===== config.mk =====
export PLATFORM = sky130hd
export DESIGN_NAME = hc_sr_filter
export DESIGN_NICKNAME = d
export VERILOG_FILES = /design/src/rtl/hc_sr_pkg.sv /design/src/rtl/hc_sr_tick.sv /design/src/rtl/hc_sr_filter.sv
export SDC_FILE = /design/constraint.sdc
export NUM_CORES = 1
export LEC_CHECK = 0
export ABC_AREA = 1
export CAP_MARGIN = 15
export CORE_MARGIN = 2
export CORE_UTILIZATION = 44
export DETAILED_ROUTE_END_ITERATION = 7
export MAX_ROUTING_LAYER = met4
export PLACE_DENSITY_LB_ADDON = 0.15
export SLEW_MARGIN = 10
export SYNTH_ARGS = -nofsm -noshare
export SYNTH_HDL_FRONTEND = slang
export SYNTH_SLANG_ARGS = --single-unit

===== constraint.sdc =====
create_clock -name clk -period 3.7 [get_ports clk]
set_input_delay 0.555 -clock clk [delete_from_list [all_inputs] [get_ports clk]]
set_output_delay 0.555 -clock clk [all_outputs]
set_load 0.02 [all_outputs]

===== src/rtl/hc_sr_pkg.sv =====
// hc_sr_pkg: shared widths, default thresholds, FSM encoding and small helpers
// for the ultrasonic distance filter.
//   DIST_W : width of a distance word (cm x 1000)
//   SUM_W  : width of the 4-tap running sum (4 x 400000 < 2^21)
package hc_sr_pkg;

  localparam int DIST_W = 19;
  localparam int SUM_W  = 21;

  localparam int unsigned SAMPLE_CYC_DEF = 3_000_000;
  localparam int unsigned MAX_VALID_DEF  = 400_000;
  localparam int unsigned NEAR_TH_DEF    = 30_000;
  localparam int unsigned FAR_TH_DEF     = 40_000;
  localparam int unsigned FAULT_CNT_DEF  = 4;

  typedef enum logic [1:0] {
    ST_EMPTY = 2'd0,
    ST_RUN   = 2'd1,
    ST_FAULT = 2'd2
  } state_e;

  // Hysteresis: assert below near_th, release above far_th, hold in between
  // (equality with either threshold holds).
  function automatic logic hyst_next(input logic [DIST_W-1:0] avg,
                                     input logic [DIST_W-1:0] near_th,
                                     input logic [DIST_W-1:0] far_th,
                                     input logic              cur);
    if (avg < near_th) return 1'b1;
    if (avg > far_th)  return 1'b0;
    return cur;
  endfunction

endpackage


===== src/rtl/hc_sr_tick.sv =====
// hc_sr_tick: free-running sample-rate counter.
//   clk, rst_n : clock, async active-low reset
//   clr        : synchronous restart of the count at 0
//   tick       : high for the one cycle in which the count equals SAMPLE_CYC-1
// SAMPLE_CYC must be at least 4.
module hc_sr_tick #(
  parameter int unsigned SAMPLE_CYC = 3_000_000
) (
  input  logic clk,
  input  logic rst_n,
  input  logic clr,
  output logic tick
);

  localparam int CNT_W = $clog2(SAMPLE_CYC);
  localparam logic [CNT_W-1:0] LAST = CNT_W'(SAMPLE_CYC - 1);

  logic [CNT_W-1:0] cnt_q, cnt_d;

  assign tick = (cnt_q == LAST);

  always_comb begin
    // NOTE: next-state logic assigns every output on every path (default
    // first, overrides after) so no latch can be inferred.
    cnt_d = cnt_q + 1'b1;
    if (tick) cnt_d = '0;
    if (clr)  cnt_d = '0;
  end

  // NOTE: state flops use non-blocking assignments only, so every flop samples
  // the pre-edge values regardless of block ordering.
  always_ff @(posedge clk or negedge rst_n) begin
    if (!rst_n) cnt_q <= '0;
    else        cnt_q <= cnt_d;
  end

endmodule


===== src/rtl/hc_sr_filter.sv =====
// hc_sr_filter: samples the hc_sr_driver distance once per tick, rejects
// readings of 0 or above MAX_VALID, keeps a 4-tap moving average and drives
// hysteresis obstacle and sensor-fault flags.
//   clk, rst_n : clock, async active-low reset
//   clr        : synchronous clear back to EMPTY (wins over a same-cycle tick)
//   data_i     : distance in cm x 1000, synchronous to clk
//   dist_avg   : filtered distance in cm x 1000
//   avg_vld    : one-cycle pulse when dist_avg is (re)issued
//   obstacle   : hysteresis obstacle flag (forced high while faulted)
//   fault      : sensor fault level
// Timing: tick in cycle T, sample captured at the end of T, filter/FSM and all
// outputs registered at the end of T+1, so avg_vld is high in cycle T+2.
module hc_sr_filter
  import hc_sr_pkg::*;
#(
  parameter int unsigned SAMPLE_CYC = SAMPLE_CYC_DEF,
  parameter int unsigned MAX_VALID  = MAX_VALID_DEF,
  parameter int unsigned NEAR_TH    = NEAR_TH_DEF,
  parameter int unsigned FAR_TH     = FAR_TH_DEF,
  parameter int unsigned FAULT_CNT  = FAULT_CNT_DEF
) (
  input  logic              clk,
  input  logic              rst_n,
  input  logic              clr,
  input  logic [DIST_W-1:0] data_i,
  output logic [DIST_W-1:0] dist_avg,
  output logic              avg_vld,
  output logic              obstacle,
  output logic              fault
);

  localparam logic [DIST_W-1:0] MAX_L   = DIST_W'(MAX_VALID);
  localparam logic [DIST_W-1:0] NEAR_L  = DIST_W'(NEAR_TH);
  localparam logic [DIST_W-1:0] FAR_L   = DIST_W'(FAR_TH);
  localparam logic [3:0]        FAULT_L = 4'(FAULT_CNT);

  logic tick;

  hc_sr_tick #(.SAMPLE_CYC(SAMPLE_CYC)) u_tick (
    .clk   (clk),
    .rst_n (rst_n),
    .clr   (clr),
    .tick  (tick)
  );

  // Stage 1: sample capture and classification.
  logic [DIST_W-1:0] samp_q, samp_d;
  logic              samp_ok_q, samp_ok_d;
  logic              samp_pend_q, samp_pend_d;

  // Stage 2: window, FSM and outputs.
  logic [DIST_W-1:0] taps_q [4];
  logic [DIST_W-1:0] taps_d [4];
  logic [SUM_W-1:0]  sum_q, sum_d;
  logic [3:0]        inv_cnt_q, inv_cnt_d;
  state_e            state_q, state_d;
  logic [DIST_W-1:0] dist_avg_q, dist_avg_d;
  logic              avg_vld_q, avg_vld_d;
  logic              obstacle_q, obstacle_d;
  logic              fault_q, fault_d;

  logic [3:0]        inv_sat;
  logic [SUM_W-1:0]  sum_run;

  always_comb begin
    samp_d      = samp_q;
    samp_ok_d   = samp_ok_q;
    samp_pend_d = tick & ~clr;
    if (tick) begin
      samp_d    = data_i;
      samp_ok_d = (data_i != '0) && (data_i <= MAX_L);
    end

    taps_d     = taps_q;
    sum_d      = sum_q;
    inv_cnt_d  = inv_cnt_q;
    state_d    = state_q;
    dist_avg_d = dist_avg_q;
    avg_vld_d  = 1'b0;
    obstacle_d = obstacle_q;
    fault_d    = fault_q;

    inv_sat = (inv_cnt_q == FAULT_L) ? inv_cnt_q : inv_cnt_q + 4'd1;
    // The sum always equals the sum of the taps, so the subtraction cannot
    // underflow in practice; modular arithmetic would still be exact.
    sum_run = sum_q + SUM_W'(samp_q) - SUM_W'(taps_q[3]);

    if (samp_pend_q) begin
      if (samp_ok_q) begin
        inv_cnt_d = '0;
        fault_d   = 1'b0;
        avg_vld_d = 1'b1;
        state_d   = ST_RUN;
        if (state_q == ST_RUN) begin
          taps_d[3]  = taps_q[2];
          taps_d[2]  = taps_q[1];
          taps_d[1]  = taps_q[0];
          taps_d[0]  = samp_q;
          sum_d      = sum_run;
          dist_avg_d = sum_run[SUM_W-1:2];
        end else begin
          // EMPTY or FAULT: prime the whole window with the first good sample.
          taps_d     = '{default: samp_q};
          sum_d      = {samp_q, 2'b00};
          dist_avg_d = samp_q;
        end
        obstacle_d = hyst_next(dist_avg_d, NEAR_L, FAR_L, obstacle_q);
      end else begin
        inv_cnt_d = inv_sat;
        if (inv_sat == FAULT_L) begin
          // The sample that trips the fault is reported through fault, not
          // through avg_vld, so consumers never see a pulse with fault set.
          state_d    = ST_FAULT;
          fault_d    = 1'b1;
          obstacle_d = 1'b1;
        end else if (state_q == ST_RUN) begin
          avg_vld_d  = 1'b1;
          obstacle_d = hyst_next(dist_avg_q, NEAR_L, FAR_L, obstacle_q);
        end
      end
    end

    if (clr) begin
      samp_d      = '0;
      samp_ok_d   = 1'b0;
      taps_d      = '{default: '0};
      sum_d       = '0;
      inv_cnt_d   = '0;
      state_d     = ST_EMPTY;
      dist_avg_d  = '0;
      avg_vld_d   = 1'b0;
      obstacle_d  = 1'b0;
      fault_d     = 1'b0;
    end
  end

  always_ff @(posedge clk or negedge rst_n) begin
    if (!rst_n) begin
      samp_q      <= '0;
      samp_ok_q   <= 1'b0;
      samp_pend_q <= 1'b0;
      // NOTE: the window is four flops, not a RAM, so it is reset along with
      // everything else and the sum invariant holds from the first cycle.
      taps_q      <= '{default: '0};
      sum_q       <= '0;
      inv_cnt_q   <= '0;
      state_q     <= ST_EMPTY;
      dist_avg_q  <= '0;
      avg_vld_q   <= 1'b0;
      obstacle_q  <= 1'b0;
      fault_q     <= 1'b0;
    end else begin
      samp_q      <= samp_d;
      samp_ok_q   <= samp_ok_d;
      samp_pend_q <= samp_pend_d;
      taps_q      <= taps_d;
      sum_q       <= sum_d;
      inv_cnt_q   <= inv_cnt_d;
      state_q     <= state_d;
      dist_avg_q  <= dist_avg_d;
      avg_vld_q   <= avg_vld_d;
      obstacle_q  <= obstacle_d;
      fault_q     <= fault_d;
    end
  end

  assign dist_avg = dist_avg_q;
  assign avg_vld  = avg_vld_q;
  assign obstacle = obstacle_q;
  assign fault    = fault_q;

endmodule


## Word-level counts from Yosys, hierarchy flattened

Cells that the tools add are included.

- Register bits after elaboration: 168
- Input bits: 22
- Output and inout bits: 22
- Word-level logic and storage cells: 110

- $add $sub $neg: 4
- Order comparisons: 5
- Equality and inequality tests: 5
- Muxes and demuxes: 68
- Bitwise operators: 2
- Reduce and logical (&&, ||, !) cells: 11

Operator list:

| kind | count |
|---|---|
| $mux W76 | 3 |
| $mux W19 | 8 |
| $mux W21 | 4 |
| $mux W57 | 1 |
| $mux W22 | 2 |
| $mux W1 | 42 |
| $gt A19 B16 Y1 const B | 2 |
| $lt A19 B15 Y1 const B | 2 |
| $add A22 B1 Y22 const B | 1 |
| $eq A22 B22 Y1 const B | 1 |
| $add A21 B19 Y21 | 1 |
| $sub A21 B19 Y21 | 1 |
| $le A19 B19 Y1 const B | 1 |
| $reduce_bool A19 Y1 | 1 |
| $mux W4 | 4 |
| $eq A4 B3 Y1 const B | 2 |
| $mux W2 | 4 |
| $reduce_bool A2 Y1 | 3 |
| $reduce_bool A5 Y1 | 1 |
| $add A4 B1 Y4 const B | 1 |
| $ne A4 B2 Y1 const B | 1 |
| $reduce_and A2 Y1 | 2 |
| $reduce_and A4 Y1 | 1 |
| $reduce_bool A4 Y1 | 1 |
| other kinds (5) | 5 |

## Logic depth before layout (Yosys ltp)

Gate-level depths: netlist of run 1.

- Depth after elaboration: 18
- Mapped depth: 25
- Depth with buffers taken out: 25

## Modules after synthesis

Synthesis of run 1 repeated with hierarchy kept, for this count alone.

- Cell total of the unflattened synthesis: 1161
- Area, all modules: 8982.4 µm²

By module, submodules not included:

| module | instances | cells each | area each (µm²) | sequential area each (µm²) |
|---|---|---|---|---|
| hc_sr_filter | 1 | 984 | 7676.1 | 3153.0 |
| hc_sr_tick | 1 | 177 | 1306.3 | 550.5 |

## Worst setup path after synthesis of run 1

OpenSTA, ideal clock, no wires.

- Path type: flip-flop to flip-flop
- Start point: register sum_q[8]
- End point: register obstacle_q (netlist: obstacle)
- Setup time: 117 ps
- Arrival: 2696 ps
- Data required time: 3583 ps
- Path slack: 887 ps
- Stages on the path, launching flop included: 23
- Path buffers: 0
- Clock period less this slack: 2813 ps
- Path through: dfrtp_1 -> inv_1 -> fa_1 -> inv_1 -> ha_1 -> nand2_1 -> inv_1 -> a21oi_2 -> nand3_1 -> nand2_1 -> nand2_1 -> nand2_1 -> nand3_1 -> nand2_1 -> nand2_1 -> nor2_1 -> nand3_1 -> nand2_1 -> nand2_1 -> nand2_1 -> nand2_1 -> nand2_1 -> nand2_1

- Longest elaborated chain between the ends: 13
- Elaborated cells between the ends (all ways): 22
- Those cells by class: 2 x add/sub; 2 x order compare; 1 x eq/ne; 16 x mux; 1 x reduce/logical

RTL lines:

| item | line | RTL |
|---|---|---|
| start, declared | hc_sr_filter.sv:54 | `logic [SUM_W-1:0] sum_q, sum_d;` |
| start signal, assigned | hc_sr_filter.sv:157 | `sum_q <= sum_d;` |
| $add A21 B19 Y21 * | hc_sr_filter.sv:86 | `sum_run = sum_q + SUM_W'(samp_q) - SUM_W'(taps_q[3]);` |
| $sub A21 B19 Y21 * | hc_sr_filter.sv:86 |  |
| $mux W19 * | hc_sr_filter.sv:94 | `if (state_q == ST_RUN) begin` |
| $mux W19 * | hc_sr_filter.sv:89 | `if (samp_ok_q) begin` |
| $mux W19 * | hc_sr_filter.sv:88 | `if (samp_pend_q) begin` |
| $lt A19 B15 Y1 | hc_sr_pkg.sv:28 | `if (avg < near_th) return 1'b1;` |
| $mux W1 | hc_sr_pkg.sv:28 |  |
| $mux W1 | hc_sr_filter.sv:89 |  |
| $mux W1 | hc_sr_filter.sv:88 |  |
| $mux W1 | hc_sr_pkg.sv:29 | `if (avg > far_th) return 1'b0;` |
| $mux W1 | hc_sr_filter.sv:89 |  |
| $mux W1 | hc_sr_filter.sv:88 |  |
| $mux W1 | hc_sr_filter.sv:123 | `if (clr) begin` |
| end signal, assigned | hc_sr_filter.sv:162 | `obstacle_q <= obstacle_d;` |
| end, declared | hc_sr_filter.sv:59 | `logic obstacle_q, obstacle_d;` |

Mark *: on every way between the ends. The rest lies on a longest branch, timed or not. The select of a mux whose other input is x is not followed.
A chain may end at the register's enable or synchronous reset.

## Final worst setup path of run 1

Ends and elaborated chain as after synthesis.

==> out/qor.txt, run 1 <==
DRC: 0
DP HPWL: 18,400 um
# clock sinks: 148
Final Skew: 0.01739 ns
Root buf cell: clkbuf_16
Setup CP Type: reg -> reg
Syn avg cell area: 7.910 um^2
Min cycle time layout: 3.419 ns
DR WL/cell: 16.85 um
Synth warnings: 0
Row Count: 51
Critical Path AT: 3.73 ns
Slew @ Worst Pin: 0.9931 ns
Status: finished clean
Global-route wire length before repair: 39,060 um
Die Area: 21,270 um^2
Register bit total from synthesis: 148
R2r endpoint: obstacle
P_sw: 0.0007684 W
FILL cells: 1,939
Hold crit path type: in -> async
Setup TNS: 0 ns
Cell accounting for the most synthesized area: dfrtp_1
Cell-internal power: 0.002706 W
Worst-path clk slew: 0.06 ns
Leading post-synthesis cells by cell area: dfrtp_1 42%, inv_1 9.6%, nand2_1 9.4%, fa_1 4.3%, o221ai_1 3.8%
Setup bufs post-CTS: 0
Max cap viols: 0
Largest net degree at the start of global routing: 74
Final Hold Viols: 0
Most common cell after layout, fill and taps aside: inv_1
IO Pins: 44
Routability Congestion: 0.9385
Ant diodes: 0
Fin Hold WS: 0.1404 ns
P per Cell Area: 342.8 nW/um^2
Seq/Total Area, Yosys: 41.84%
Period utilisation layout: 92.40%
Vias in the first global route: 7,073
CP Capture Type: register
Total CTS buffers: 17
DR pass1 iterations: 5
Routed wire length: 24,040 um
Vias per std cell: 5.273
Post-synth top flop: dfrtp_1
Max Transition Viols Final: 0
Area of the core: 19,590 um^2
Highest-count cells in the layout ignoring fill and taps: 226 x inv_1, 220 x nand2_1, 147 x dfrtp_1, 72 x nor2_1, 55 x nand3_1
Synth unique cells: 45
Slew headroom: 33.64%
Initial DRC Count: 586
Post-Syn Instances: 1,119
Flop pwr share: 46.8%
GRT Residual Overflow: 0
Leakage: 4.853 nW
Post-synth EDFFs: 0
Resize count post-CTS: 0
Worst EP required: 4.02 ns
CP Launch Type: register
Initial core utilization: 45.18%
Peak supply drop: 321.6 uV
Async SR Flop Fraction: 100.0%
Power share of the clock group: 49.7%
CTS H-tree depth: 4
Die Ht: 145.8 um
Placed Area: 9533 um^2
Final setup violation count: 0
Layout Nets: 1,216
Cell Area, Synth: 8851 um^2
Worst Reg-to-Reg Cells: 20
Fraction of power spent switching nets: 22.12%
Layout cells sized above 1: 8.520%
Clk buf depth: 2
Fmax: 292.5 MHz
CTS tree: done
Hold_buf cts: 0
Unrepaired setup endpoints after global routing: no
Post-synth top area share: 41.84%
Syn nets: 1,185
Port Buf Inserts: 43
Final Cell Area: 10,130 um^2
Worst reg2reg path startpoint: sum_q[8]
Initial antenna violation count: 0
Flop2flop setup slack: 0.28 ns
DIE WIDTH: 145.8 um
Logic pwr share: 3.5%
Global-route usage over all layers: 24.17%
Via count: 7,525
Worst-skew pair later-pin latency: 0.42 ns
Layout area overhead: 14.49%
Final ANT Viol Nets: 0
Max Fanout on Critical Path: 5
flip-flops by register name, indices dropped and copies added, names as in the netlist:
name and count:
u_tick.cnt_q 22, samp_ok_q 1, samp_pend_q 1, obstacle 1, taps_q 76, state_q 2, sum_q 21, avg_vld 1
samp_q 19, inv_cnt_q 4
power groups by stage:
| stage | Combinational [W] | Clock, W | Sequential (W) |
|---|---|---|---|
| 2_1_floorplan | 0.0000382 | 0 | 0.00166 |
| 3_3_place_gp | 0.000125 | 0 | 0.00166 |
| 3_5_place_dp | 0.000124 | 0 | 0.00166 |
| 4_1_cts | 0.000124 | 0.00176 | 0.00163 |
| 5_1_grt | 0.000138 | 0.00182 | 0.00163 |
| 6_report | 0.000121 | 0.00173 | 0.00163 |
area by class of cell:
class | instances | area [um^2] | share of cell area, %
flip-flops and latches | 148 | 3705 | 36.56
repair buffers | 64 | 614.3 | 6.062
clock inverters | 11 | 126.4 | 1.247
clock buffers | 20 | 466.7 | 4.605
well taps | 265 | 331.6 | 3.272
multi-input cells | 684 | 4008 | 39.55
inverters | 235 | 882.1 | 8.705
through the flow:
step                worst slack, ns  power [W]  util [%]  std cells
detailed placement           0.1481   0.001779     48.66       1396
CTS                          0.1495   0.003507     51.69       1427
global placement             0.2380   0.001780     48.66       1396
floorplan                    0.8868   0.001695         -       1119
finish                       0.2812   0.003474     51.73       1427
global route               0.003205   0.003588     51.73       1427
worst max-delay path, cell delays in order, from the launching register on:
cell and delay, ns:
dfrtp_1 0.50, inv_1 0.13, fa_1 0.54, inv_1 0.04, ha_1 0.37, nand2_1 0.21, inv_1 0.08, a21oi_2 0.19
nand3_1 0.15, nand2_1 0.12, nand3_1 0.08, nand3_1 0.09, nand2_1 0.11, nor2_1 0.10, nand2_1 0.05, nor2_1 0.15
nand3_1 0.09, nand2_1 0.10, nand2_1 0.07, nand3_1 0.09, nand2_1 0.05
logic make-up (layout without fill, tap and decap cells):
logic type | Yosys count | in the layout | share of synthesized area (%)
AO/OA/AOI/OAI | 208 | 208 | 15.21
XOR/XNOR | 5 | 5 | 0.4947
adder cells (fa/ha/maj) | 44 | 44 | 7.831
buffers and inverters | 287 | 330 | 13.12
flip-flops | 148 | 148 | 41.84
AND/OR/NAND/NOR | 427 | 427 | 21.50
synth_stat cells, drive strengths merged, types with 6 or more instances:
| master | n |
|---|---|
| dfrtp | 148 |
| nor2 | 83 |
| inv | 232 |
| nor3 | 18 |
| ha | 25 |
| clkbuf | 21 |
| nand3 | 60 |
| nand3b | 6 |
| nand2 | 233 |
| nor4 | 8 |
| o221ai | 38 |
| buf | 31 |
| fa | 19 |
| o211ai | 19 |
| o21ai | 54 |
| nand4 | 13 |
| a21oi | 36 |
| o22ai | 46 |
per-layer routing:
metal	routed length (um)	track usage, %
met1	11930	35.35
met2	10170	33.66
met3	1431	4.922
met4	514	7.451
met5	0	-
how the worst max path moves through the flow:
stage                     to  startpoint  depth (start not counted)
floorplan           obstacle    sum_q[8]                         22
global placement    obstacle    sum_q[4]                         22
detailed placement  obstacle    sum_q[4]                         22
CTS                 obstacle    sum_q[4]                         22
global route        obstacle    sum_q[4]                         22
finish              obstacle    sum_q[8]                         20
Note: power is estimated with default switching activity, not from simulation.
==> run 2: changes to the inputs <==
==> constraint.sdc (replaced) <==
create_clock -name clk -period 3.7 [get_ports clk]
set_input_delay 0.555 -clock clk [delete_from_list [all_inputs] [get_ports clk]]
set_output_delay 0.555 -clock clk [all_outputs]
set_load 0.01 [all_outputs]
==> results of run 2 <==
Same layout as run 1 (identical final DEF). Status: finished clean.
Main changes from that run: total power 0.003474 W -> 0.003473 W
==> run 3: changes to the inputs <==
--- a/config.mk
+++ b/config.mk
@@ -10,6 +10,7 @@
 export CORE_MARGIN = 2
 export CORE_UTILIZATION = 44
 export DETAILED_ROUTE_END_ITERATION = 7
+export HOLD_SLACK_MARGIN = 0.05
 export MAX_ROUTING_LAYER = met4
 export PLACE_DENSITY_LB_ADDON = 0.15
 export SLEW_MARGIN = 10
==> results of run 3 <==
Same layout as run 1 (identical final DEF). Status: finished clean.
Main changes from that run: total power 0.003474 W -> 0.003473 W
